<file path="config.mk">
export PLATFORM = sky130hd
export DESIGN_NAME = i2c_master_ctrl_flat
export DESIGN_NICKNAME = d
export VERILOG_FILES = /design/src/rtl/i2c_pkg.sv /design/src/rtl/i2c_master_ctrl_if.sv /design/src/rtl/i2c_clk_div.sv /design/src/rtl/i2c_master_ctrl.sv /design/src/flat_wrapper.sv
export SDC_FILE = /design/constraint.sdc
export NUM_CORES = 1
export LEC_CHECK = 0
export CORE_ASPECT_RATIO = 1.5
export CORE_MARGIN = 10
export CORE_UTILIZATION = 55
export DETAILED_ROUTE_END_ITERATION = 16
export HOLD_SLACK_MARGIN = 0.05
export PLACE_DENSITY = 0.86
export SLEW_MARGIN = 20
export SYNTH_ARGS = -nofsm -noshare
export SYNTH_HDL_FRONTEND = slang
export SYNTH_SLANG_ARGS = --single-unit
</file>
<file path="constraint.sdc">
create_clock -name clk -period 7.1 [get_ports clk]
set_input_delay 1.42 -clock clk [delete_from_list [all_inputs] [get_ports clk]]
set_output_delay 1.42 -clock clk [all_outputs]
set_load 0.02 [all_outputs]
</file>
<file path="src/rtl/i2c_pkg.sv">
// Shared definitions for the I2C master controller:
// command bit positions and sequencer states.
package i2c_pkg;

   localparam int CTRL_START = 0;
   localparam int CTRL_STOP  = 1;
   localparam int CTRL_WRITE = 2;
   localparam int CTRL_READ  = 3;
   localparam int CTRL_NACK  = 4;

   typedef enum logic [2:0] {
      ST_IDLE  = 3'd0,
      ST_START = 3'd1,
      ST_BIT   = 3'd2,
      ST_ACK   = 3'd3,
      ST_STOP  = 3'd4,
      ST_DONE  = 3'd5
   } state_t;

endpackage

</file>
<file path="src/rtl/i2c_master_ctrl_if.sv">
// Command/status and open-drain line bundle between the
// register block (master) and the I2C controller (slave).
interface i2c_master_ctrl_if #(
   parameter int DIV_W = 32
);

   logic             cmd_valid;
   logic             cmd_ready;
   logic [7:0]       i2c_ctrl;
   logic [DIV_W-1:0] i2c_bitrate;
   logic [7:0]       i2c_data_out;
   logic [7:0]       i2c_data_in;
   logic             ack_err;
   logic             busy;
   logic             done;
   logic             scl_oe;
   logic             sda_oe;
   logic             scl_in;
   logic             sda_in;

   modport master (
      output cmd_valid, i2c_ctrl, i2c_bitrate,
      output i2c_data_out, scl_in, sda_in,
      input  cmd_ready, i2c_data_in, ack_err,
      input  busy, done, scl_oe, sda_oe
   );

   modport slave (
      input  cmd_valid, i2c_ctrl, i2c_bitrate,
      input  i2c_data_out, scl_in, sda_in,
      output cmd_ready, i2c_data_in, ack_err,
      output busy, done, scl_oe, sda_oe
   );

endinterface

</file>
<file path="src/rtl/i2c_clk_div.sv">
// Quarter-period tick generator; the count freezes while
// hold is high so a stretched SCL extends the phase.
module i2c_clk_div #(
   parameter int DIV_W = 32
) (
   input  logic             clk,
   input  logic             rst,
   input  logic             enable,
   input  logic             hold,
   input  logic [DIV_W-1:0] period,
   output logic             tick
);

   logic [DIV_W-1:0] cnt_q, cnt_d;

   always_comb begin
      cnt_d = cnt_q;
      tick  = 1'b0;
      if (!enable) begin
         cnt_d = '0;
      end else if (!hold) begin
         if (cnt_q == period) begin
            cnt_d = '0;
            tick  = 1'b1;
         end else begin
            cnt_d = cnt_q + 1'b1;
         end
      end
   end

   always_ff @(posedge clk or posedge rst) begin
      if (rst) cnt_q <= '0;
      else     cnt_q <= cnt_d;
   end

endmodule

</file>
<file path="src/rtl/i2c_master_ctrl.sv">
// I2C master byte engine: sequences START/BIT/ACK/STOP in
// quarter-period phases and drives open-drain SCL/SDA enables.
module i2c_master_ctrl
   import i2c_pkg::*;
#(
   parameter int DIV_W = 32
) (
   input logic              clk,
   input logic              rst,
   i2c_master_ctrl_if.slave bus
);

   state_t           state_q, state_d;
   logic [1:0]       phase_q, phase_d;
   logic [2:0]       bit_cnt_q, bit_cnt_d;
   logic [4:0]       ctrl_q, ctrl_d;
   logic [7:0]       sreg_q, sreg_d;
   logic [DIV_W-1:0] div_q, div_d;
   logic [7:0]       data_in_q, data_in_d;
   logic             nack_q, nack_d;
   logic             ack_err_q, ack_err_d;
   logic             scl_q, scl_d;
   logic             sda_q, sda_d;
   logic             tick, wr, rd, xfer;
   logic             unused_ctrl;

   assign wr   = ctrl_q[CTRL_WRITE];
   assign rd   = ctrl_q[CTRL_READ] & ~wr;
   assign xfer = wr | ctrl_q[CTRL_READ];
   assign unused_ctrl = ^{bus.i2c_ctrl[7:5], ctrl_q[CTRL_START]};

   i2c_clk_div #(.DIV_W(DIV_W)) u_div (
      .clk    (clk),
      .rst    (rst),
      .enable (state_q != ST_IDLE),
      .hold   (~scl_q & ~bus.scl_in),
      .period (div_q),
      .tick   (tick)
   );

   always_comb begin
      state_d   = state_q;
      phase_d   = phase_q;
      bit_cnt_d = bit_cnt_q;
      ctrl_d    = ctrl_q;
      sreg_d    = sreg_q;
      div_d     = div_q;
      data_in_d = data_in_q;
      nack_d    = nack_q;
      ack_err_d = ack_err_q;
      scl_d     = scl_q;
      sda_d     = sda_q;
      unique case (state_q)
         ST_IDLE: if (bus.cmd_valid) begin
            ctrl_d    = bus.i2c_ctrl[4:0];
            sreg_d    = bus.i2c_data_out;
            div_d     = bus.i2c_bitrate;
            nack_d    = 1'b0;
            phase_d   = 2'd0;
            bit_cnt_d = 3'd0;
            if (bus.i2c_ctrl[CTRL_WRITE]) ack_err_d = 1'b0;
            if (bus.i2c_ctrl[CTRL_START])
               state_d = ST_START;
            else if (bus.i2c_ctrl[CTRL_WRITE] | bus.i2c_ctrl[CTRL_READ])
               state_d = ST_BIT;
            else if (bus.i2c_ctrl[CTRL_STOP])
               state_d = ST_STOP;
            else
               state_d = ST_DONE;
         end
         ST_DONE: begin
            state_d = ST_IDLE;
            if (wr) ack_err_d = nack_q;
            if (rd) data_in_d = sreg_q;
         end
         default: if (tick) begin
            phase_d = phase_q + 2'd1;
            // SDA is sampled mid-high, at the q1->q2 boundary
            if (phase_q == 2'd1) begin
               if (state_q == ST_BIT && rd)
                  sreg_d = {sreg_q[6:0], bus.sda_in};
               if (state_q == ST_ACK && wr)
                  nack_d = bus.sda_in;
            end
            if (phase_q == 2'd3) begin
               unique case (state_q)
                  ST_START:
                     state_d = xfer ? ST_BIT :
                               ctrl_q[CTRL_STOP] ? ST_STOP : ST_DONE;
                  ST_BIT: begin
                     if (wr) sreg_d = {sreg_q[6:0], 1'b0};
                     bit_cnt_d = bit_cnt_q + 3'd1;
                     if (bit_cnt_q == 3'd7) state_d = ST_ACK;
                  end
                  ST_ACK:
                     state_d = ctrl_q[CTRL_STOP] ? ST_STOP : ST_DONE;
                  default:
                     state_d = ST_DONE;
               endcase
            end
         end
      endcase
      // Line drives are set on entry to each new phase
      if (state_d != state_q || phase_d != phase_q) begin
         unique case (state_d)
            ST_START:
               unique case (phase_d)
                  2'd0:    sda_d = 1'b0;
                  2'd1:    scl_d = 1'b0;
                  2'd2:    sda_d = 1'b1;
                  default: scl_d = 1'b1;
               endcase
            ST_BIT:
               if (phase_d == 2'd0) begin
                  scl_d = 1'b1;
                  sda_d = ctrl_d[CTRL_WRITE] & ~sreg_d[7];
               end else begin
                  scl_d = (phase_d == 2'd3);
               end
            ST_ACK:
               if (phase_d == 2'd0) begin
                  scl_d = 1'b1;
                  sda_d = ~ctrl_d[CTRL_WRITE] & ~ctrl_d[CTRL_NACK];
               end else begin
                  scl_d = (phase_d == 2'd3);
               end
            ST_STOP:
               unique case (phase_d)
                  2'd0:    sda_d = 1'b1;
                  2'd1:    scl_d = 1'b0;
                  2'd2:    sda_d = 1'b0;
                  default: ;
               endcase
            default: ;
         endcase
      end
   end

   always_ff @(posedge clk or posedge rst) begin
      if (rst) begin
         state_q   <= ST_IDLE;
         phase_q   <= 2'd0;
         bit_cnt_q <= 3'd0;
         ctrl_q    <= '0;
         sreg_q    <= '0;
         div_q     <= '0;
         data_in_q <= '0;
         nack_q    <= 1'b0;
         ack_err_q <= 1'b0;
         scl_q     <= 1'b0;
         sda_q     <= 1'b0;
      end else begin
         state_q   <= state_d;
         phase_q   <= phase_d;
         bit_cnt_q <= bit_cnt_d;
         ctrl_q    <= ctrl_d;
         sreg_q    <= sreg_d;
         div_q     <= div_d;
         data_in_q <= data_in_d;
         nack_q    <= nack_d;
         ack_err_q <= ack_err_d;
         scl_q     <= scl_d;
         sda_q     <= sda_d;
      end
   end

   assign bus.cmd_ready   = (state_q == ST_IDLE);
   assign bus.busy        = (state_q != ST_IDLE);
   assign bus.done        = (state_q == ST_DONE);
   assign bus.i2c_data_in = data_in_q;
   assign bus.ack_err     = ack_err_q;
   assign bus.scl_oe      = scl_q;
   assign bus.sda_oe      = sda_q;

endmodule

</file>
<file path="src/flat_wrapper.sv">
// flat-port wrapper written by rule: the top's interface ports become plain ports
module i2c_master_ctrl_flat import i2c_pkg::*;
#(
   parameter int DIV_W = 32
)
  (clk, rst, bus_cmd_valid, bus_i2c_ctrl, bus_i2c_bitrate, bus_i2c_data_out, bus_scl_in, bus_sda_in, bus_cmd_ready, bus_i2c_data_in, bus_ack_err, bus_busy, bus_done, bus_scl_oe, bus_sda_oe);
  i2c_master_ctrl_if #(.DIV_W(DIV_W)) bus_i ();
  input logic clk;
  input logic rst;
  input wire logic [$bits(bus_i.cmd_valid)-1:0] bus_cmd_valid;
  input wire logic [$bits(bus_i.i2c_ctrl)-1:0] bus_i2c_ctrl;
  input wire logic [$bits(bus_i.i2c_bitrate)-1:0] bus_i2c_bitrate;
  input wire logic [$bits(bus_i.i2c_data_out)-1:0] bus_i2c_data_out;
  input wire logic [$bits(bus_i.scl_in)-1:0] bus_scl_in;
  input wire logic [$bits(bus_i.sda_in)-1:0] bus_sda_in;
  output wire logic [$bits(bus_i.cmd_ready)-1:0] bus_cmd_ready;
  output wire logic [$bits(bus_i.i2c_data_in)-1:0] bus_i2c_data_in;
  output wire logic [$bits(bus_i.ack_err)-1:0] bus_ack_err;
  output wire logic [$bits(bus_i.busy)-1:0] bus_busy;
  output wire logic [$bits(bus_i.done)-1:0] bus_done;
  output wire logic [$bits(bus_i.scl_oe)-1:0] bus_scl_oe;
  output wire logic [$bits(bus_i.sda_oe)-1:0] bus_sda_oe;
  assign bus_i.cmd_valid = bus_cmd_valid;
  assign bus_i.i2c_ctrl = bus_i2c_ctrl;
  assign bus_i.i2c_bitrate = bus_i2c_bitrate;
  assign bus_i.i2c_data_out = bus_i2c_data_out;
  assign bus_i.scl_in = bus_scl_in;
  assign bus_i.sda_in = bus_sda_in;
  assign bus_cmd_ready = bus_i.cmd_ready;
  assign bus_i2c_data_in = bus_i.i2c_data_in;
  assign bus_ack_err = bus_i.ack_err;
  assign bus_busy = bus_i.busy;
  assign bus_done = bus_i.done;
  assign bus_scl_oe = bus_i.scl_oe;
  assign bus_sda_oe = bus_i.sda_oe;
  i2c_master_ctrl #(.DIV_W(DIV_W)) u_core (.clk(clk), .rst(rst), .bus(bus_i));
endmodule
</file>
# [Word-level counts from Yosys, hierarchy flattened]
# Index checks and enable logic that the tools add are counted.
[classes] n_mux=53 n_reduce_logical=24 n_addsub=3 n_eq_ne=27 bitwise_logic=13
[ops] cell="32-bit two-way mux" n=3
[ops] cell="8-bit two-way mux" n=7
[ops] cell="3-bit two-way mux" n=11
[ops] cell="32-bit by 1-bit adder with 32-bit output (second input constant)" n=1
[ops] cell="32-bit equality test" n=1
[ops] cell="1-bit two-way mux" n=16
[ops] cell="8-bit case mux with 2 select lines" n=1
[ops] cell="3-bit by 2-bit equality test with 1-bit output (second input constant)" n=4
[ops] cell="3-bit case mux with 2 select lines" n=2
[ops] cell="2-bit nonzero test" n=6
[ops] cell="5-bit two-way mux" n=2
[ops] cell="2-bit != test (second input constant)" n=5
[ops] cell="1-bit case mux with 2 select lines" n=5
[ops] cell="5-bit AND reduction" n=2
[ops] cell="3-bit equality test (second input constant)" n=3
[ops] cell="3-bit case mux with 3 select lines" n=1
[ops] cell="4-bit AND reduction" n=2
[ops] cell="1-bit NOT" n=7
[ops] cell="2-bit equality test (second input constant)" n=3
[ops] cell="3-bit by 1-bit equality test with 1-bit output (second input constant)" n=2
[ops] cell="2-bit by 1-bit != test with 1-bit output (second input constant)" n=3
[ops] cell="3-bit by 1-bit != test with 1-bit output (second input constant)" n=2
[ops] cell="6-bit AND reduction" n=1
[ops] cell="3-bit nonzero test" n=2
[ops] cell="19 further kinds" n=28
[word_totals] inputBits=53 out_inout_bits=14 reg_bits=97

# [Logic depth before layout (Yosys ltp)]
[logic_depth] ltp_word=14 depth_mapped=14 depth_no_buf=14

# [Hierarchy]
# Synthesis repeated with hierarchy kept, for this count alone.
[unflattened] hier_cells=541 hier_area_um2=5173.7
[modules_own_cells] mod="i2c_master_ctrl" cells_per_inst=324 n_inst=1 area_each_um2=3111.7
[modules_own_cells] mod="i2c_clk_div" cells_per_inst=217 n_inst=1 area_each_um2=2062.0

# [Worst setup path after synthesis]
# Ideal clock, no wire load.
[synth_timing] path_kind="input port to flip-flop" startpoint="input bus_scl_in" endpoint="register u_core.scl_q (netlist: u_core.bus.scl_oe)" arrival_ns=3.525 setup_ns=0.125 slack_ns=3.450 path_stages=11 cell_sequence="nor2_1 > o31ai_1 > nand2_1 > nand2_1 > o31a_1 > inv_1 > ha_1 > nor4_1 > a21oi_1 > o21bai_1 > mux2_4"
[synth_between] elab_chain_cells=10 word_cells_on_any_way=28 cone_classes="eq/ne (11); mux (9); bitwise (2); reduce/logical (6)"
[synth_lines] item="from (decl)" line_no="flat_wrapper.sv:14" rtl="input wire logic [$bits(bus_i.scl_in)-1:0] bus_scl_in;"
[synth_lines] item="1-bit NOT (*)" line_no="i2c_master_ctrl.sv:36" rtl=".hold (~scl_q & ~bus.scl_in),"
[synth_lines] item="1-bit bitwise AND (*)" line_no="i2c_master_ctrl.sv:36"
[synth_lines] item="1-bit two-way mux (*)" line_no="i2c_clk_div.sv:21" rtl="end else if (!hold) begin"
[synth_lines] item="1-bit two-way mux (*)" line_no="i2c_clk_div.sv:19" rtl="if (!enable) begin"
[synth_lines] item="2-bit two-way mux (*)" line_no="i2c_master_ctrl.sv:76" rtl="default: if (tick) begin"
[synth_lines] item="2-bit case mux with 2 select lines (*)" line_no="i2c_master_ctrl.sv:53" rtl="unique case (state_q)"
[synth_lines] item="via u_core.phase_d[0]" line_no="i2c_master_ctrl.sv:14" rtl="logic [1:0] phase_q, phase_d;"
[synth_lines] item="2-bit equality test / 2-bit zero test (equally long branches)" line_no="i2c_master_ctrl.sv:107, i2c_master_ctrl.sv:114, i2c_master_ctrl.sv:121"
[synth_lines] item="2-bit OR reduction (no line)"
[synth_lines] item="1-bit case mux with 2 select lines / 2-bit != test (equally long branches)"
[synth_lines] item="1-bit case mux with 3 select lines / 4-bit AND reduction (equally long branches)"
[synth_lines] item="to (signal assigned)" line_no="i2c_master_ctrl.sv:162" rtl="scl_q <= scl_d;"
[synth_lines] item="to (decl)" line_no="i2c_master_ctrl.sv:22" rtl="logic scl_q, scl_d;"
# The timed path passes the listed nets; every way through them passes the cells marked *.
# A chain may end at the register's enable or synchronous reset.

# [Worst setup path in the final report]
[layout_timing] startpoint="register u_core.u_div.cnt_q[5]" endpoint="register u_core.sda_q (netlist: u_core.bus.sda_oe)"
[layout_between] word_cells_on_any_way=31 cone_classes="eq/ne (12); mux (13); bitwise (2); reduce/logical (4)"
[layout_rtl] item="from (decl)" line_no="i2c_clk_div.sv:14" rtl="logic [DIV_W-1:0] cnt_q, cnt_d;"
[layout_rtl] item="from (signal assigned)" line_no="i2c_clk_div.sv:33" rtl="else cnt_q <= cnt_d;"
[layout_rtl] item="32-bit equality test (*)" line_no="i2c_clk_div.sv:22" rtl="if (cnt_q == period) begin"
[layout_rtl] item="1-bit two-way mux (*)" line_no="i2c_clk_div.sv:22"
[layout_rtl] item="1-bit two-way mux (*)" line_no="i2c_clk_div.sv:21"
[layout_rtl] item="1-bit two-way mux (*)" line_no="i2c_clk_div.sv:19"
[layout_rtl] item="2-bit two-way mux (*)" line_no="i2c_master_ctrl.sv:76"
[layout_rtl] item="2-bit case mux with 2 select lines (*)" line_no="i2c_master_ctrl.sv:53"
[layout_rtl] item="via u_core.phase_d[1]" line_no="i2c_master_ctrl.sv:14"
[layout_rtl] item="2-bit equality test (tied with other cells)" line_no="i2c_master_ctrl.sv:107, i2c_master_ctrl.sv:128"
[layout_rtl] item="1-bit case mux with 2 select lines (tied with other cells)" line_no="i2c_master_ctrl.sv:128" rtl="unique case (phase_d)"
[layout_rtl] item="1-bit case mux with 4 select lines / 6-bit AND reduction (equally long branches)"
[layout_rtl] item="to (signal assigned)" line_no="i2c_master_ctrl.sv:151" rtl="sda_q <= 1'b0;"
[layout_rtl] item="to (signal assigned)" line_no="i2c_master_ctrl.sv:163" rtl="sda_q <= sda_d;"
[layout_rtl] item="to (decl)" line_no="i2c_master_ctrl.sv:23" rtl="logic sda_q, sda_d;"
# The timed path passes the listed nets; every way through them passes the cells marked *. The select of a mux whose other input is x is not followed.

==> flow_summary.json <==
{
  "run_status": "finished clean",
  "fp.dieArea_sq_mm": 0.0135,
  "drive_above_1_share": 0.0705,
  "crit_buf_inv": 1,
  "power_frac_clock": 0.231,
  "synth-edff-count": 0,
  "total_power_mw": 2.05,
  "worstSetupStartpointType": "flop",
  "wl_per_cell_um": 17.8,
  "vias": 4308,
  "synth_cells": 560,
  "grt_remaining_overflow": 0,
  "synth_fp_nets": 621,
  "cpPeakStageDelay_ns": 0.61,
  "initialDrtViolationCount": 301,
  "post_cts_resized": 0,
  "end_kind": "flop",
  "power_frac_seq": 0.422,
  "io_buffers": 63,
  "reg2reg_from": "u_core.u_div.cnt_q[5]$_DFFE_PP0P_",
  "slowest_stage": "nor2_1",
  "dr_wl_met2_mm": 7.00,
  "cts_max_level": 3,
  "intPower_mw": 1.24,
  "fin_setup_tns_ns": 0,
  "chipHeight_um": 137,
  "antenna_cells": 0,
  "combPwrFrac": 0.347,
  "final_max_slew_viol_count": 0,
  "clock-sinks": 96,
  "r2r_slack_ns": 3.26,
  "fmax_mhz": 260,
  "path_cells": "xor2_1 -> nor4_1 -> nand4_2 -> nor2_1 -> a21oi_1 -> or2_2 -> inv_1 -> ha_1 -> nor2_1 -> a32o_1 -> a311oi_1 -> mux2i_1",
  "max-vdd-ir-drop_mv": 0.281,
  "hold_start": "u_core.div_q[3]$_DFFE_PP0P_",
  "synth_top_area_share": 0.477,
  "critPathMostFrequentCell": "nor2_1",
  "io_pins": 67,
  "synth-main-ff-cell": "dfrtp_1",
  "met3_length_um": 653,
  "slew_headroom": 0.315,
  "cp_max_fo": 10,
  "cts_setup_buffers": 0,
  "cp.required_ns": 7.37,
  "cts_tree": "yes",
  "swShare": 0.397,
  "synthArstFlopShare": 1.00,
  "grtUsageTotal": 0.196,
  "hold_end": "u_core.div_q[3]$_DFFE_PP0P_",
  "rsz0062_at_grt": "false",
  "yosysMostFrequentCell": "nand2_1",
  "cts-root-buf": "clkbuf_16",
  "synth_top_cell_by_area": "dfrtp_1",
  "grt_pass1_wl_mm": 21.6,
  "path_class": "reg -> reg",
  "start_util": 0.566,
  "final_hold_viol_count": 0,
  "synth_area_leaders": "dfrtp_1 (48%), nand2_1 (11%), xor2_1 (7.5%)",
  "clkSlewWorstSetupHoldPaths_ns": 0.07,
  "reg2reg_to": "u_core.bus.sda_oe$_DFFE_PP0P_",
  "setup_viol": 0,
  "power_switching_mw": 0.812,
  "min_period_over_period": 0.541,
  "drc": 0,
  "row_count": 42,
  "grt_max_degree": 73,
  "reg2reg_depth": 12,
  "crit_arrival_ns": 4.11,
  "synth_area_sq_mm": 0.00503,
  "ys_ff_latch": 96,
  "gp_congestion": 0.864,
  "drtPass1Iterations": 5,
  "fin_crit_ns": 3.84,
  "worstSkewPairLatency_ns": 0.35,
  "viasPerCell": 5.87,
  "ant_nets": 0,
  "nets": 680,
  "top_layer": "met4",
  "clockBufferDepth": 2,
  "syn_area_per_cell_sq_um": 8.98,
  "wl_mm": 13.0,
  "die_width_um": 98.1,
  "ys_warn_count": 0,
  "hold_depth": 2,
  "yosysSeqAreaShare": 0.477,
  "cts_buffers": 9,
  "hp-class": "reg -> reg",
  "worst_pin_slew_ns": 1.02,
  "place_hpwl_mm": 9.56,
  "clock_skew_ns": 0.00828,
  "synthTopCellsByCount": "nand2_1 (141), dfrtp_1 (96), nor2_1 (45)",
  "crit_family": "simple AND/OR/NAND/NOR gates",
  "syn_to_final_growth_pct": 20.3,
  "drv_cap": 0,
  "ys_types": 54,
  "power_density_mw_per_mm2": 338,
  "met1_length_mm": 4.89,
  "antenna_found_initial": 0,
  "leakage_nw": 2.90,
  "hold_buffers": 0,
  "first_global_vias": 4459,
  "core_area_sq_mm": 0.00888
}
[sequential cells by signal (all words and copies together) (netlist names)]
signal / cells
u_core.div_q: 32
u_core.u_div.cnt_q: 32
u_core.bus.i2c_data_in: 8
u_core.sreg_q: 8
u_core.ctrl_q: 4
u_core.bit_cnt_q: 3
u_core.state_q: 3
u_core.phase_q: 2
u_core.bus.ack_err: 1
u_core.bus.scl_oe: 1
u_core.bus.sda_oe: 1
u_core.nack_q: 1
[worst max-delay path by stage]
stage	from	to	depth (start not counted)	slack, ns
after floorplan	rst	u_core.bit_cnt_q[0]$_DFFE_PP0P_	1	3.17
after CTS	u_core.u_div.cnt_q[5]$_DFFE_PP0P_	u_core.bus.sda_oe$_DFFE_PP0P_	12	3.34
after global routing	u_core.u_div.cnt_q[5]$_DFFE_PP0P_	u_core.bus.sda_oe$_DFFE_PP0P_	12	3.08
after detailed placement	bus_scl_in	u_core.bus.scl_oe$_DFFE_PP0P_	9	3.02
after global placement	bus_scl_in	u_core.bus.scl_oe$_DFFE_PP0P_	9	3.08
final	u_core.u_div.cnt_q[5]$_DFFE_PP0P_	u_core.bus.sda_oe$_DFFE_PP0P_	12	3.26
[routing by layer]
layer,global-route usage,vias to the layer above
met2,0.355,150
met4,0.104,0
li1,-,2037
met3,0.0429,37
met1,0.206,2084
met5,0,-
[worst min-delay path, delay by kind of cell (launching register included)]
kind	cells	cell delay, ns
DFF	1	0.36
and+or+nand+nor	2	0.10
[area by class of cell]
type / instances / area, sq um
fill: 707 / 2830
timing repair buffer: 67 / 661
clock inverter: 7 / 66.3
inverter: 24 / 91.3
clock buffer: 9 / 225
multi-input combinational: 421 / 2470
sequential: 96 / 2400
tap: 110 / 138
[per-stage QoR]
stage	setup WS, ns	utilization	std cells	instance area (sq um)	hold WS, ns
after floorplan	3.17	-	560	5030	0.442
after global placement	3.08	0.649	718	5760	0.484
after detailed placement	3.02	0.649	718	5760	0.485
after CTS	3.34	0.682	734	6050	0.501
after global routing	3.08	0.682	734	6050	0.530
final	3.26	0.682	734	6050	0.498
[layout by cell type, fill, tap and decap left out, types with 2 or more instances in the layout]
cell type / instances
and4_1: 3
dfrtp_1: 96
inv_2: 2
nand2_1: 141
ha_1: 8
clkbuf_16: 9
nor4_2: 2
buf_4: 4
and3_1: 6
clkdlybuf4s50_1: 63
a21o_1: 4
o21ai_1: 2
o221ai_1: 2
o41a_1: 2
nand4_1: 7
xor2_1: 43
a211o_1: 2
nand2b_1: 3
or3_1: 6
or2_2: 3
nor4_1: 11
mux2i_1: 2
clkinv_4: 2
clkinv_2: 2
nand3_1: 17
and2_1: 3
a222oi_1: 6
o22ai_1: 2
mux2_2: 11
nor2_1: 45
o21ai_0: 25
a31oi_1: 4
a221oi_1: 2
a21oi_1: 16
a22o_1: 3
inv_1: 21
xnor2_1: 9
nor3_1: 12
[power by group through the flow]
stage	clock network [mW]	logic, mW	registers [mW]
final	0.473	0.711	0.864
after global routing	0.500	0.791	0.882
after CTS	0.478	0.709	0.862
after detailed placement	0	0.700	0.872
after global placement	0	0.678	0.862
after floorplan	0	0.508	0.815
[cell families (layout without fill, tap and decap cells)]
| logic type | Yosys count | in the layout | share of synthesized area |
|---|---|---|---|
| DFF | 96 | 96 | 0.477 |
| AOI/OAI and AO/OA | 83 | 83 | 0.110 |
| and+or+nand+nor | 264 | 264 | 0.237 |
| xor gates and xnor gates | 52 | 52 | 0.0905 |
| buffers and inverters | 43 | 107 | 0.0336 |
| muxes | 14 | 14 | 0.0316 |
| adders and majority gates | 8 | 8 | 0.0199 |
No activity file was read; power rests on OpenSTA's default activity.
